File: src/rtl/spi_arb_pkg.sv
// Shared definitions for the SPI flash arbiter.
// Holds the FSM state encoding, the owner codes presented on o_owner, the
// legal GAP_CYCLES range, and a helper that turns a requested gap length
// into the down-counter load value.
package spi_arb_pkg;

    typedef enum logic [1:0] {
        ST_IDLE = 2'b00,
        ST_OWN0 = 2'b01,
        ST_OWN1 = 2'b10,
        ST_GAP  = 2'b11
    } arb_state_e;

    localparam logic [1:0] OWNER_NONE = 2'b00;
    localparam logic [1:0] OWNER_REQ0 = 2'b01;
    localparam logic [1:0] OWNER_REQ1 = 2'b10;

    localparam int GAP_MIN   = 1;
    localparam int GAP_MAX   = 15;
    localparam int GAP_CNT_W = 4;

    // The counter is loaded on GAP entry and GAP exits once it reads zero,
    // so the load value is one less than the number of gap cycles.
    // Out-of-range parameters are clamped to the legal range.
    function automatic logic [GAP_CNT_W-1:0] gap_load(input int cycles);
        int c;
        c = cycles;
        if (c < GAP_MIN) c = GAP_MIN;
        if (c > GAP_MAX) c = GAP_MAX;
        return GAP_CNT_W'(c - 1);
    endfunction

endpackage

File: src/rtl/spi_flash_arb.sv
// Two-requester arbiter for a single SPI flash.
// Requester 0 (flash loader) and requester 1 (CPU SPI master) each request the
// bus; the winner's CS/SCK/MOSI drive the flash pins and it receives MISO.
// After an owner releases (request low with CS high) the flash CS is held high
// for GAP_CYCLES cycles before the bus can be granted again.
//
// Ports:
//   clk, resetn               clock, asynchronous active-low reset
//   i_req0/1, o_gnt0/1        request in, registered grant out
//   i_css0/1, i_sck0/1,
//   i_mosi0/1, o_miso0/1      per-requester SPI signals
//   SPI_CSS/CLK/MOSI/MISO     flash pins
//   o_owner, o_busy           current owner code, bus owned or in gap
//
// state   | meaning
// IDLE    | bus free, pins high, arbitrate pending requests
// OWN0    | requester 0 owns the flash pins
// OWN1    | requester 1 owns the flash pins
// GAP     | CS-high recovery time after a release
import spi_arb_pkg::*;

module spi_flash_arb #(
    parameter int GAP_CYCLES = 4,
    parameter bit RR_EN      = 1'b1
) (
    input  logic       clk,
    input  logic       resetn,
    input  logic       i_req0,
    input  logic       i_req1,
    output logic       o_gnt0,
    output logic       o_gnt1,
    input  logic       i_css0,
    input  logic       i_css1,
    input  logic       i_sck0,
    input  logic       i_sck1,
    input  logic       i_mosi0,
    input  logic       i_mosi1,
    output logic       o_miso0,
    output logic       o_miso1,
    output logic       SPI_CSS,
    output logic       SPI_CLK,
    output logic       SPI_MOSI,
    input  logic       SPI_MISO,
    output logic [1:0] o_owner,
    output logic       o_busy
);

    localparam logic [GAP_CNT_W-1:0] GAP_LOAD = gap_load(GAP_CYCLES);

    arb_state_e           state_q, state_d;
    logic                 last_q, last_d;   // 0: requester 0 served last
    logic [GAP_CNT_W-1:0] gap_q, gap_d;
    logic                 gnt0_q, gnt1_q;

    always_ff @(posedge clk or negedge resetn) begin
        if (!resetn) begin
            state_q <= ST_IDLE;
            last_q  <= 1'b1;                // first tie goes to requester 0
            gap_q   <= '0;
            gnt0_q  <= 1'b0;
            gnt1_q  <= 1'b0;
        end else begin
            state_q <= state_d;
            last_q  <= last_d;
            gap_q   <= gap_d;
            gnt0_q  <= (state_d == ST_OWN0);
            gnt1_q  <= (state_d == ST_OWN1);
        end
    end

    always_comb begin
        state_d = state_q;
        last_d  = last_q;
        gap_d   = gap_q;
        unique case (state_q)
            ST_IDLE: begin
                if (i_req0 && i_req1) begin
                    if (RR_EN && !last_q) begin
                        state_d = ST_OWN1;
                        last_d  = 1'b1;
                    end else begin
                        state_d = ST_OWN0;
                        last_d  = 1'b0;
                    end
                end else if (i_req0) begin
                    state_d = ST_OWN0;
                    last_d  = 1'b0;
                end else if (i_req1) begin
                    state_d = ST_OWN1;
                    last_d  = 1'b1;
                end
            end
            // Release needs CS high as well, so a dropped request cannot
            // cut a transfer in the middle.
            ST_OWN0: begin
                if (!i_req0 && i_css0) begin
                    state_d = ST_GAP;
                    gap_d   = GAP_LOAD;
                end
            end
            ST_OWN1: begin
                if (!i_req1 && i_css1) begin
                    state_d = ST_GAP;
                    gap_d   = GAP_LOAD;
                end
            end
            ST_GAP: begin
                if (gap_q == '0) begin
                    state_d = ST_IDLE;
                end else begin
                    gap_d = gap_q - 1'b1;
                end
            end
            default: state_d = ST_IDLE;
        endcase
    end

    // Pin mux decodes the registered state only, so the SPI path from
    // requester to flash is purely combinational and reset parks it high.
    always_comb begin
        SPI_CSS  = 1'b1;
        SPI_CLK  = 1'b1;
        SPI_MOSI = 1'b1;
        o_miso0  = 1'b1;
        o_miso1  = 1'b1;
        o_owner  = OWNER_NONE;
        o_busy   = 1'b0;
        unique case (state_q)
            ST_OWN0: begin
                SPI_CSS  = i_css0;
                SPI_CLK  = i_sck0;
                SPI_MOSI = i_mosi0;
                o_miso0  = SPI_MISO;
                o_owner  = OWNER_REQ0;
                o_busy   = 1'b1;
            end
            ST_OWN1: begin
                SPI_CSS  = i_css1;
                SPI_CLK  = i_sck1;
                SPI_MOSI = i_mosi1;
                o_miso1  = SPI_MISO;
                o_owner  = OWNER_REQ1;
                o_busy   = 1'b1;
            end
            ST_GAP:  o_busy = 1'b1;
            default: ;
        endcase
    end

    assign o_gnt0 = gnt0_q;
    assign o_gnt1 = gnt1_q;

endmodule

File: config.mk
export PLATFORM = sky130hd
export DESIGN_NAME = spi_flash_arb
export DESIGN_NICKNAME = d
export VERILOG_FILES = /design/src/rtl/spi_arb_pkg.sv /design/src/rtl/spi_flash_arb.sv
export SDC_FILE = /design/constraint.sdc
export NUM_CORES = 1
export LEC_CHECK = 0
export BUFFER_PORTS_ARGS = -buffer_cell sky130_fd_sc_hd__buf_2
export CAP_MARGIN = 20
export CORE_AREA = 3 3 45 43
export DETAILED_ROUTE_END_ITERATION = 8
export DIE_AREA = 0 0 48 46
export GPL_ROUTABILITY_DRIVEN = 0
export GPL_TIMING_DRIVEN = 0
export PLACE_DENSITY_LB_ADDON = 0.3
export SYNTH_ARGS = -nofsm -noshare
export SYNTH_HDL_FRONTEND = slang
export SYNTH_SLANG_ARGS = --single-unit
File: constraint.sdc
create_clock -name clk -period 3.9 [get_ports clk]
set_input_delay 0.78 -clock clk [delete_from_list [all_inputs] [get_ports clk]]
set_output_delay 0.78 -clock clk [all_outputs]
set_load 0.01 [all_outputs]
==> qor.yml <==
synth-main-ff-cell: "dfrtp_1"
critPathBufInv: 3
required_ns: 3.12
clockBufferDepth: 2
critPathTopFamily: "flip-flops"
grt_pass1_vias: 551
detail-route-antenna-nets: 0
leakagePower_uw: 0.000412
power_density_nw_per_um2: 856
via_per_inst: 5.69
finalCritPeriodShare_pct: 59.5
syn_inst: 67
setup_tns_ns: 0
cts.sinks: 9
synth_area_leaders: "dfrtp_1 30%, ha_1 13%, nand2b_1 4.7%"
die_h_um: 46
max_stage_delay_ns: 0.42
ys_warn_count: 0
hold_buffers: 0
finalNonFillerCells: 106
slew_violations: 0
startpoint: "state_q[0]$_DFF_PN0_"
core-area_um2: 1460
yosysTopAreaCell: "dfrtp_1"
hold_viol_final: 0
die-area_um2: 2210
relSlewSlack_pct: 75.1
die_x_um: 48
peakVddDrop_mv: 0.504
initial_core_util_pct: 45.6
cts_resized: 0
yosysUniqueCellTypes: 29
via_count: 603
fillCellCount: 130
crit_type: "flop to output port"
cts_tree: "built"
grt_overflow: 0
grt_pass1_wl_um: 2310
synth-edff-count: 0
clkLatencyLatePin_ns: 0.25
grt_max_degree: 10
rsz0062_at_grt: "no"
layout_min_cycle_time_ns: 2.32
cts_inserted_buffers: 3
clk_root_buffer_cell: "clkbuf_4"
fp-row-count: 13
async_reset_ff_share_pct: 100
port_buffers: 20
diodes: 0
first_iter_violations: 7
path_cells: "inv_1 > ha_1 > buf_4 > a22oi_1 > nand2_1 > buf_2"
synth_area_um2: 667
synth.avg_cell_area_um2: 9.95
yosysMostFrequentCell: "dfrtp_1"
worst_path_max_delay_cell: "dfrtp_1"
crit_arrival_ns: 1.54
setup.worst_path.end_class: "output port"
setup_viol: 0
synth_nets: 85
worst_slew_pin_slew_ns: 0.373
dpl-instance-area_um2: 786
status: "complete, no violations"
wire_per_inst_um: 13.3
grtUsageTotal_pct: 15.4
post_cts.repair.setup_buffers: 0
yosysTopAreaCellShare_pct: 30.0
hpwlAfterDp_um: 1140
synth_seq_cells: 9
cts.clk_slew.worst_paths_ns: 0.06
finalClockSkew_ns: 0.00181
critPathLaunchType: "flop"
hold_class: "primary input to async pin"
htree_levels: 1
path_max_fanout: 9
io_pins: 21
drtPass1Iterations: 4
design_area_um2: 812
netlist_top_cells_count: "8 x dfrtp_1, 7 x ha_1, 6 x inv_1"
antenna_found_initial: 0
drc: 0
final_nets: 110
drive_above_1_share_pct: 36.3
r2r_start: "state_q[1]$_DFF_PN0_"
postLayoutCoreUtil_pct: 55.5
wirelength_um: 1410
area_growth_syn_to_layout_pct: 21.8
max_freq_mhz: 431
maxCapViolCount: 0
ys_seq_area_share_pct: 34.0
dp.cells: 102
==> per-stage QoR <==
step	power (µW)	setup WS (ns)	hold slack, ns
6_report	695	1.58	0.361
3_5_place_dp	629	1.85	0.535
3_3_place_gp	615	1.85	0.522
4_1_cts	700	1.58	0.360
2_1_floorplan	500	1.97	0.484
5_1_grt	753	1.45	0.363
==> cell usage in the layout (no fill, tap or decap), types with 2 or more instances in the layout <==
master,count
nor3_1,2
a22oi_1,3
buf_4,2
buf_2,20
ha_1,7
nand2_1,4
dfrtp_1,8
nand3_1,3
nand2b_1,5
inv_1,6
a32o_1,2
a21oi_1,2
clkbuf_4,3
nor2_1,3
a31oi_1,4
==> logic make-up (layout without fill, tap and decap cells) <==
group / after synthesis / after routing / synth area share (%)
buf+inv: 8 / 32 / 5.63
compound gates: 21 / 21 / 28.1
flops: 9 / 9 / 34.0
simple gates: 22 / 22 / 19.1
fa+ha+maj: 7 / 7 / 13.1
==> power breakdown <==
part	internal (µW)	switching (µW)	leakage, µW
Combinational	199	258	0.000289
Clock	39.2	28.5	0.0000150
Sequential	135	34.9	0.000108
==> layer usage <==
metal | vias up | part of all wire, % | global-route usage (%)
met5 | - | 0 | 0
met4 | 0 | 1.1 | 9.68
met3 | 2 | 2.7 | 2.37
met2 | 15 | 47 | 23.2
met1 | 290 | 49 | 20.1
li1 | 296 | - | -
==> worst paths after layout <==
check / slack [ns] / to / cells after the start
worst max-delay path: 1.58 / SPI_CLK / 6
worst min-delay path: 0.36 / gap_q[0]$_DFFE_PN0P_ / 1
worst max register to register: 2.16 / gap_q[2]$_DFFE_PN0P_ / 5
worst min register to register: 0.55 / last_q$_DFFE_PN1P_ / 2
max in group asynchronous: 3.30 / last_q$_DFFE_PN1P_ / 1
min in group clk: 0.55 / last_q$_DFFE_PN1P_ / 2
==> registers in the layout, summed over array words and instances (netlist names) <==
name / count
o_gnt1: 1
last_q: 1
state_q: 2
o_gnt0: 1
gap_q: 4
==> worst register-to-register path, delay by kind of cell, from the launching register on <==
family	cells	cell delay, ns
compound gates	2	0.57
buf+inv	1	0.14
flops	1	0.43
fa+ha+maj	1	0.31
simple gates	1	0.23
==> layout make-up <==
cell class	count	area, µm²	area share [%]
Multi-Input combinational cell	50	403	49.6
Sequential cell	9	226	27.9
Timing Repair Buffer	20	100	12.3
Clock buffer	4	26.3	3.24
Inverter	6	22.5	2.77
Tap cell	15	18.8	2.31
Buffer	2	15.0	1.85
Power figures use the tool's default switching activity.
